### src/rtl/len_range_sequencer_if.sv
// Handshake bundle between a range requester and the per-length segment sequencer.
interface len_range_sequencer_if #(
   parameter int unsigned W  = 32,
   parameter int unsigned LW = 4
);
   logic          start;
   logic [W-1:0]  lo;
   logic [W-1:0]  hi;
   logic          busy;
   logic          seg_valid;
   logic          seg_ready;
   logic [W-1:0]  seg_lo;
   logic [W-1:0]  seg_hi;
   logic [LW-1:0] seg_len;
   logic          seg_last;
   logic          done;
   logic          err;

   modport master (
      output start, lo, hi, seg_ready,
      input  busy, seg_valid, seg_lo, seg_hi, seg_len, seg_last, done, err
   );

   modport slave (
      input  start, lo, hi, seg_ready,
      output busy, seg_valid, seg_lo, seg_hi, seg_len, seg_last, done, err
   );
endinterface

### src/rtl/len_range_sequencer.sv
// Splits an inclusive decimal range [lo, hi] into segments of equal digit length,
// found by one power-of-ten compare per cycle, and streams them over valid/ready.
module len_range_sequencer #(
   parameter int unsigned W  = 32,
   parameter int unsigned LW = 4
) (
   input logic clk,
   input logic rst,
   len_range_sequencer_if.slave bus
);
   localparam int unsigned PW = 34;
   localparam logic [LW-1:0] MAXLEN = LW'(10);

   localparam logic [2:0] IDLE = 3'd0;
   localparam logic [2:0] CHK  = 3'd1;
   localparam logic [2:0] LLO  = 3'd2;
   localparam logic [2:0] LHI  = 3'd3;
   localparam logic [2:0] EMIT = 3'd4;

   // 10^e at 34 bits so that 10^10 is representable
   function automatic logic [PW-1:0] pow10(input logic [LW-1:0] e);
      logic [PW-1:0] p;
      case (e)
         LW'(0):  p = 34'd1;
         LW'(1):  p = 34'd10;
         LW'(2):  p = 34'd100;
         LW'(3):  p = 34'd1000;
         LW'(4):  p = 34'd10000;
         LW'(5):  p = 34'd100000;
         LW'(6):  p = 34'd1000000;
         LW'(7):  p = 34'd10000000;
         LW'(8):  p = 34'd100000000;
         LW'(9):  p = 34'd1000000000;
         default: p = 34'd10000000000;
      endcase
      return p;
   endfunction

   logic [2:0]    state,    stateNxt;
   logic [W-1:0]  loQ,      loNxt;
   logic [W-1:0]  hiQ,      hiNxt;
   logic [LW-1:0] k,        kNxt;
   logic [LW-1:0] lenLo,    lenLoNxt;
   logic [LW-1:0] lenHi,    lenHiNxt;
   logic [LW-1:0] cur,      curNxt;
   logic          busyQ,    busyNxt;
   logic          segValid, segValidNxt;
   logic [W-1:0]  segLo,    segLoNxt;
   logic [W-1:0]  segHi,    segHiNxt;
   logic [LW-1:0] segLen,   segLenNxt;
   logic          segLast,  segLastNxt;
   logic          doneQ,    doneNxt;
   logic          errQ,     errNxt;
   logic [LW-1:0] nextCur;

   // Next-state and next-output logic
   always_comb begin
      stateNxt    = state;
      loNxt       = loQ;
      hiNxt       = hiQ;
      kNxt        = k;
      lenLoNxt    = lenLo;
      lenHiNxt    = lenHi;
      curNxt      = cur;
      busyNxt     = busyQ;
      segValidNxt = segValid;
      segLoNxt    = segLo;
      segHiNxt    = segHi;
      segLenNxt   = segLen;
      segLastNxt  = segLast;
      doneNxt     = 1'b0;
      errNxt      = errQ;
      nextCur     = cur + LW'(1);

      case (state)
         IDLE: begin
            if (bus.start) begin
               loNxt    = bus.lo;
               hiNxt    = bus.hi;
               errNxt   = 1'b0;
               busyNxt  = 1'b1;
               stateNxt = CHK;
            end
         end
         CHK: begin
            if (loQ > hiQ) begin
               errNxt   = 1'b1;
               doneNxt  = 1'b1;
               busyNxt  = 1'b0;
               stateNxt = IDLE;
            end else begin
               kNxt     = LW'(1);
               stateNxt = LLO;
            end
         end
         LLO: begin
            if ((PW'(loQ) >= pow10(k)) && (k < MAXLEN)) begin
               kNxt = k + LW'(1);
            end else begin
               lenLoNxt = k;
               stateNxt = LHI;
            end
         end
         LHI: begin
            // k already holds lenLo here, valid start point since hi >= lo
            if ((PW'(hiQ) >= pow10(k)) && (k < MAXLEN)) begin
               kNxt = k + LW'(1);
            end else begin
               lenHiNxt    = k;
               curNxt      = lenLo;
               segValidNxt = 1'b1;
               segLoNxt    = loQ;
               segHiNxt    = (lenLo == k) ? hiQ : W'(pow10(lenLo) - 34'd1);
               segLenNxt   = lenLo;
               segLastNxt  = (lenLo == k);
               stateNxt    = EMIT;
            end
         end
         EMIT: begin
            if (segValid && bus.seg_ready) begin
               if (segLast) begin
                  segValidNxt = 1'b0;
                  doneNxt     = 1'b1;
                  busyNxt     = 1'b0;
                  stateNxt    = IDLE;
               end else begin
                  curNxt     = nextCur;
                  segLoNxt   = W'(pow10(nextCur - LW'(1)));
                  segHiNxt   = (nextCur == lenHi) ? hiQ : W'(pow10(nextCur) - 34'd1);
                  segLenNxt  = nextCur;
                  segLastNxt = (nextCur == lenHi);
               end
            end
         end
         default: stateNxt = IDLE;
      endcase
   end

   // State and output registers
   always_ff @(posedge clk or posedge rst) begin
      if (rst) begin
         state    <= IDLE;
         loQ      <= '0;
         hiQ      <= '0;
         k        <= '0;
         lenLo    <= '0;
         lenHi    <= '0;
         cur      <= '0;
         busyQ    <= 1'b0;
         segValid <= 1'b0;
         segLo    <= '0;
         segHi    <= '0;
         segLen   <= '0;
         segLast  <= 1'b0;
         doneQ    <= 1'b0;
         errQ     <= 1'b0;
      end else begin
         state    <= stateNxt;
         loQ      <= loNxt;
         hiQ      <= hiNxt;
         k        <= kNxt;
         lenLo    <= lenLoNxt;
         lenHi    <= lenHiNxt;
         cur      <= curNxt;
         busyQ    <= busyNxt;
         segValid <= segValidNxt;
         segLo    <= segLoNxt;
         segHi    <= segHiNxt;
         segLen   <= segLenNxt;
         segLast  <= segLastNxt;
         doneQ    <= doneNxt;
         errQ     <= errNxt;
      end
   end

   assign bus.busy      = busyQ;
   assign bus.seg_valid = segValid;
   assign bus.seg_lo    = segLo;
   assign bus.seg_hi    = segHi;
   assign bus.seg_len   = segLen;
   assign bus.seg_last  = segLast;
   assign bus.done      = doneQ;
   assign bus.err       = errQ;
endmodule
### src/flat_wrapper.sv
// flat-port wrapper written by rule: the top's interface ports become plain ports
module len_range_sequencer_flat 
#(
   parameter int unsigned W  = 32,
   parameter int unsigned LW = 4
)
  (clk, rst, bus_start, bus_lo, bus_hi, bus_seg_ready, bus_busy, bus_seg_valid, bus_seg_lo, bus_seg_hi, bus_seg_len, bus_seg_last, bus_done, bus_err);
  len_range_sequencer_if #(.W(W), .LW(LW)) bus_i ();
  input logic clk;
  input logic rst;
  input wire logic [$bits(bus_i.start)-1:0] bus_start;
  input wire logic [$bits(bus_i.lo)-1:0] bus_lo;
  input wire logic [$bits(bus_i.hi)-1:0] bus_hi;
  input wire logic [$bits(bus_i.seg_ready)-1:0] bus_seg_ready;
  output wire logic [$bits(bus_i.busy)-1:0] bus_busy;
  output wire logic [$bits(bus_i.seg_valid)-1:0] bus_seg_valid;
  output wire logic [$bits(bus_i.seg_lo)-1:0] bus_seg_lo;
  output wire logic [$bits(bus_i.seg_hi)-1:0] bus_seg_hi;
  output wire logic [$bits(bus_i.seg_len)-1:0] bus_seg_len;
  output wire logic [$bits(bus_i.seg_last)-1:0] bus_seg_last;
  output wire logic [$bits(bus_i.done)-1:0] bus_done;
  output wire logic [$bits(bus_i.err)-1:0] bus_err;
  assign bus_i.start = bus_start;
  assign bus_i.lo = bus_lo;
  assign bus_i.hi = bus_hi;
  assign bus_i.seg_ready = bus_seg_ready;
  assign bus_busy = bus_i.busy;
  assign bus_seg_valid = bus_i.seg_valid;
  assign bus_seg_lo = bus_i.seg_lo;
  assign bus_seg_hi = bus_i.seg_hi;
  assign bus_seg_len = bus_i.seg_len;
  assign bus_seg_last = bus_i.seg_last;
  assign bus_done = bus_i.done;
  assign bus_err = bus_i.err;
  len_range_sequencer #(.W(W), .LW(LW)) u_core (.clk(clk), .rst(rst), .bus(bus_i));
endmodule
### config.mk
export PLATFORM = sky130hd
export DESIGN_NAME = len_range_sequencer_flat
export DESIGN_NICKNAME = d
export VERILOG_FILES = /design/src/rtl/len_range_sequencer_if.sv /design/src/rtl/len_range_sequencer.sv /design/src/flat_wrapper.sv
export SDC_FILE = /design/constraint.sdc
export NUM_CORES = 1
export LEC_CHECK = 0
export CORE_MARGIN = 2
export CORE_UTILIZATION = 45
export CTS_BUF_LIST = sky130_fd_sc_hd__clkbuf_4 sky130_fd_sc_hd__clkbuf_8
export CTS_CLUSTER_DIAMETER = 120
export DETAILED_ROUTE_END_ITERATION = 7
export HOLD_SLACK_MARGIN = 0.03
export PLACE_DENSITY = 0.67
export SLEW_MARGIN = 20
export SYNTH_ARGS = -nofsm -noshare
export SYNTH_HDL_FRONTEND = slang
export SYNTH_SLANG_ARGS = --single-unit
### constraint.sdc
create_clock -name clk -period 5 [get_ports clk]
set_input_delay 0.5 -clock clk [delete_from_list [all_inputs] [get_ports clk]]
set_output_delay 0.5 -clock clk [all_outputs]
set_load 0.05 [all_outputs]
==> out/qor.txt <==
Post-CTS setup buffers: 0
CTS buffer count: 17
Post-route DRC: 0
Worst Path Max Fanout: 67
Number of I/O pins: 141
Dpl hpwl: 29.46 mm
DRT iter0 DRCs: 845
Clock Tree Root: clkbuf_8
FF-to-FF End: u_core.bus.seg_lo[0]
Design area: 0.01309 mm2
H-tree depth: 4
Core area: 0.02418 mm2
TNS Setup: 0 ps
Post-Place Cell Area: 0.01269 mm2
Cts hold-fix bufs: 0
GR Util All Layers: 29.72%
FF-to-FF Start: u_core.k[1]
Peak Freq: 214.6 MHz
Fin Clk Skew: 19.60 ps
Initial Utilization: 45.52%
Via count: 10,039
Number of flops mapped to enable cells by yosys: 0
GP Congestion: 0.9661
Synthesis-stage register bit count: 152
Max-cap violations: 0
Routed WL: 38.07 mm
Initial antenna violation count: 0
Startpoint types: flip-flop
Worst slew pin tran: 1025 ps
Reg2Reg Depth: 13
DR vias/cell: 6.066
Worst skew pair latency: 480 ps
Max Slew Vio Count: 0
CP required: 5360 ps
Num rows: 57
Worst hold-check path type: reg2reg
Die outline width: 160.4 um
Worst Setup End Kind: flip-flop
Ratio of cells with drive above 1 in the final layout: 11.27%
CTS Sinks: 152
Final hold violations: 0
Clock buffer depth: 2
R2R Setup Slk: 340 ps
Non-filler cells, final: 1,655
DIE AREA: 0.02572 mm2
Async SR Flop Fraction: 100.0%
Distinct cells, synth: 69
CTS tree: done
Final period util: 93.18%
Post-synth top flop: dfrtp_1
Hold path start: u_core.bus.seg_hi[18]
First drt pass iteration count: 7
Setup violators final: 0
Avg WL per Cell: 23.00 um
Crit path kind: reg2reg
Top cell type's share of synthesized area: 34.56%
Number of port buffers: 140
Most common cell in the netlist: dfrtp_1
Post-synth top cells: 152 x dfrtp_1, 137 x nand2_1, 120 x ha_1
Worst hold slack: 512.9 ps
Ant. Diodes: 0
Mapped Nets: 1,402
ANT nets after route: 0
Syn avg cell area: 9.066 um2
Crit path time final: 4659 ps
Number of global-route vias before repair: 9,659
Largest cells by area after synthesis: dfrtp_1 35%, ha_1 14%, mux2_2 7.9%
Hold Path Sink: u_core.bus.seg_hi[18]
Mapped cell area: 0.01101 mm2
Fin nets: 1,506
Yosys warnings: 0
Post-CTS sizing: 0
Yosys top cell by area: dfrtp_1
Post-synthesis sequential area ratio: 34.56%
Post-Synthesis Cells: 1,214
Critical path arrival: 5020 ps
Hold path depth: 1
Die height: 160.4 um
RSZ-0062 raised after global routing: false
GRT Residual Overflow: 0
Largest net degree at the start of global routing: 82
Worst-path clk slew: 100 ps
First-pass GRT wire length: 58.14 mm
Placed cells: 1,623
Area growth, synth to finish: 18.96%
Outcome: finished, final reports clean
Max-Slew Margin vs Limit: 31.64%
-- through the flow --
stage | setup WS [ps] | utilization (%)
floorplan | 406.9 | -
global placement | 492.6 | 52.47
detailed placement | 414.8 | 52.47
CTS | 418.4 | 54.15
global route | 131.9 | 54.15
finish | 340.9 | 54.15
-- kinds of logic (layout without fill, tap and decap cells) --
| group | after synthesis | count (layout) | synth area share (%) |
|---|---|---|---|
| buffers and inverters | 143 | 260 | 5.139 |
| muxes | 98 | 98 | 9.891 |
| and+or+nand+nor | 348 | 348 | 15.19 |
| AOI/OAI and AO/OA | 326 | 326 | 19.30 |
| DFF | 152 | 152 | 34.56 |
| adders and majority gates | 120 | 120 | 13.64 |
| xor gates and xnor gates | 27 | 27 | 2.274 |
-- state kept, by name, indices dropped and copies added, names as in the netlist --
signal / cells
u_core.loQ: 32
u_core.hiQ: 32
u_core.k: 4
u_core.bus.seg_hi: 32
u_core.cur: 4
u_core.bus.err: 1
u_core.bus.seg_valid: 1
u_core.lenHi: 4
u_core.state: 3
u_core.bus.done: 1
u_core.bus.seg_lo: 32
u_core.lenLo: 4
u_core.bus.busy: 1
u_core.bus.seg_last: 1
-- final cells by class --
type                    instances  area (um2)
multi-input cells             919        6661
repair buffers                161        1559
clock inverters                15       172.7
fillers                      2202       11080
well taps                     324       405.4
flip-flops and latches        152        3804
inverters                      67       256.5
clock buffers                  17       234.0
-- cells in the final DEF (no fill, tap or decap), drive strengths merged, types with 9 or more instances in the layout --
| cell type | n |
|---|---|
| xnor2 | 18 |
| nor2b | 16 |
| o21a | 9 |
| nor2 | 59 |
| a21oi | 82 |
| nand3 | 21 |
| nand2b | 12 |
| o31ai | 12 |
| nor3 | 38 |
| clkdlybuf4s50 | 140 |
| nand2 | 137 |
| buf | 21 |
| inv | 76 |
| mux2 | 80 |
| ha | 120 |
| a221oi | 12 |
| nand4 | 24 |
| clkbuf | 17 |
| o211ai | 9 |
| dfrtp | 152 |
| a31oi | 15 |
| a211oi | 10 |
| o221ai | 16 |
| mux2i | 18 |
| o21ai | 84 |
-- worst max-delay path by stage --
stage | from | end | depth (start not counted)
after floorplan | rst | u_core.bus.busy | 1
after global placement | u_core.k[1] | u_core.bus.seg_lo[0] | 13
after detailed placement | u_core.k[1] | u_core.bus.seg_lo[0] | 13
after CTS | u_core.k[1] | u_core.bus.seg_lo[0] | 13
after global routing | u_core.k[1] | u_core.bus.seg_lo[0] | 13
final | u_core.k[1] | u_core.bus.seg_lo[0] | 13
-- metal layers --
layer	GRT usage, %	part of all wire (%)	vias up	wire, um
met5	0	0	-	0
met4	11.59	4.0	0	1530
met3	5.217	7.2	69	2733
met2	46.26	45	461	16990
met1	41.33	44	4873	16810
li1	-	-	4636	-
-- critical path: stages (launching register included) --
cell and delay (ps):
dfrtp_1 600, inv_1 190, ha_1 290, a21boi_0 360
inv_1 150, ha_1 360, nand4b_4 120, or4_1 600
a211o_1 330, a41oi_2 270, nor4b_4 80, or2_2 300
buf_4 350, mux2_1 440
Power is not shown: default switching activity piles up to over one toggle a cycle in this logic, so the estimate is an artifact.
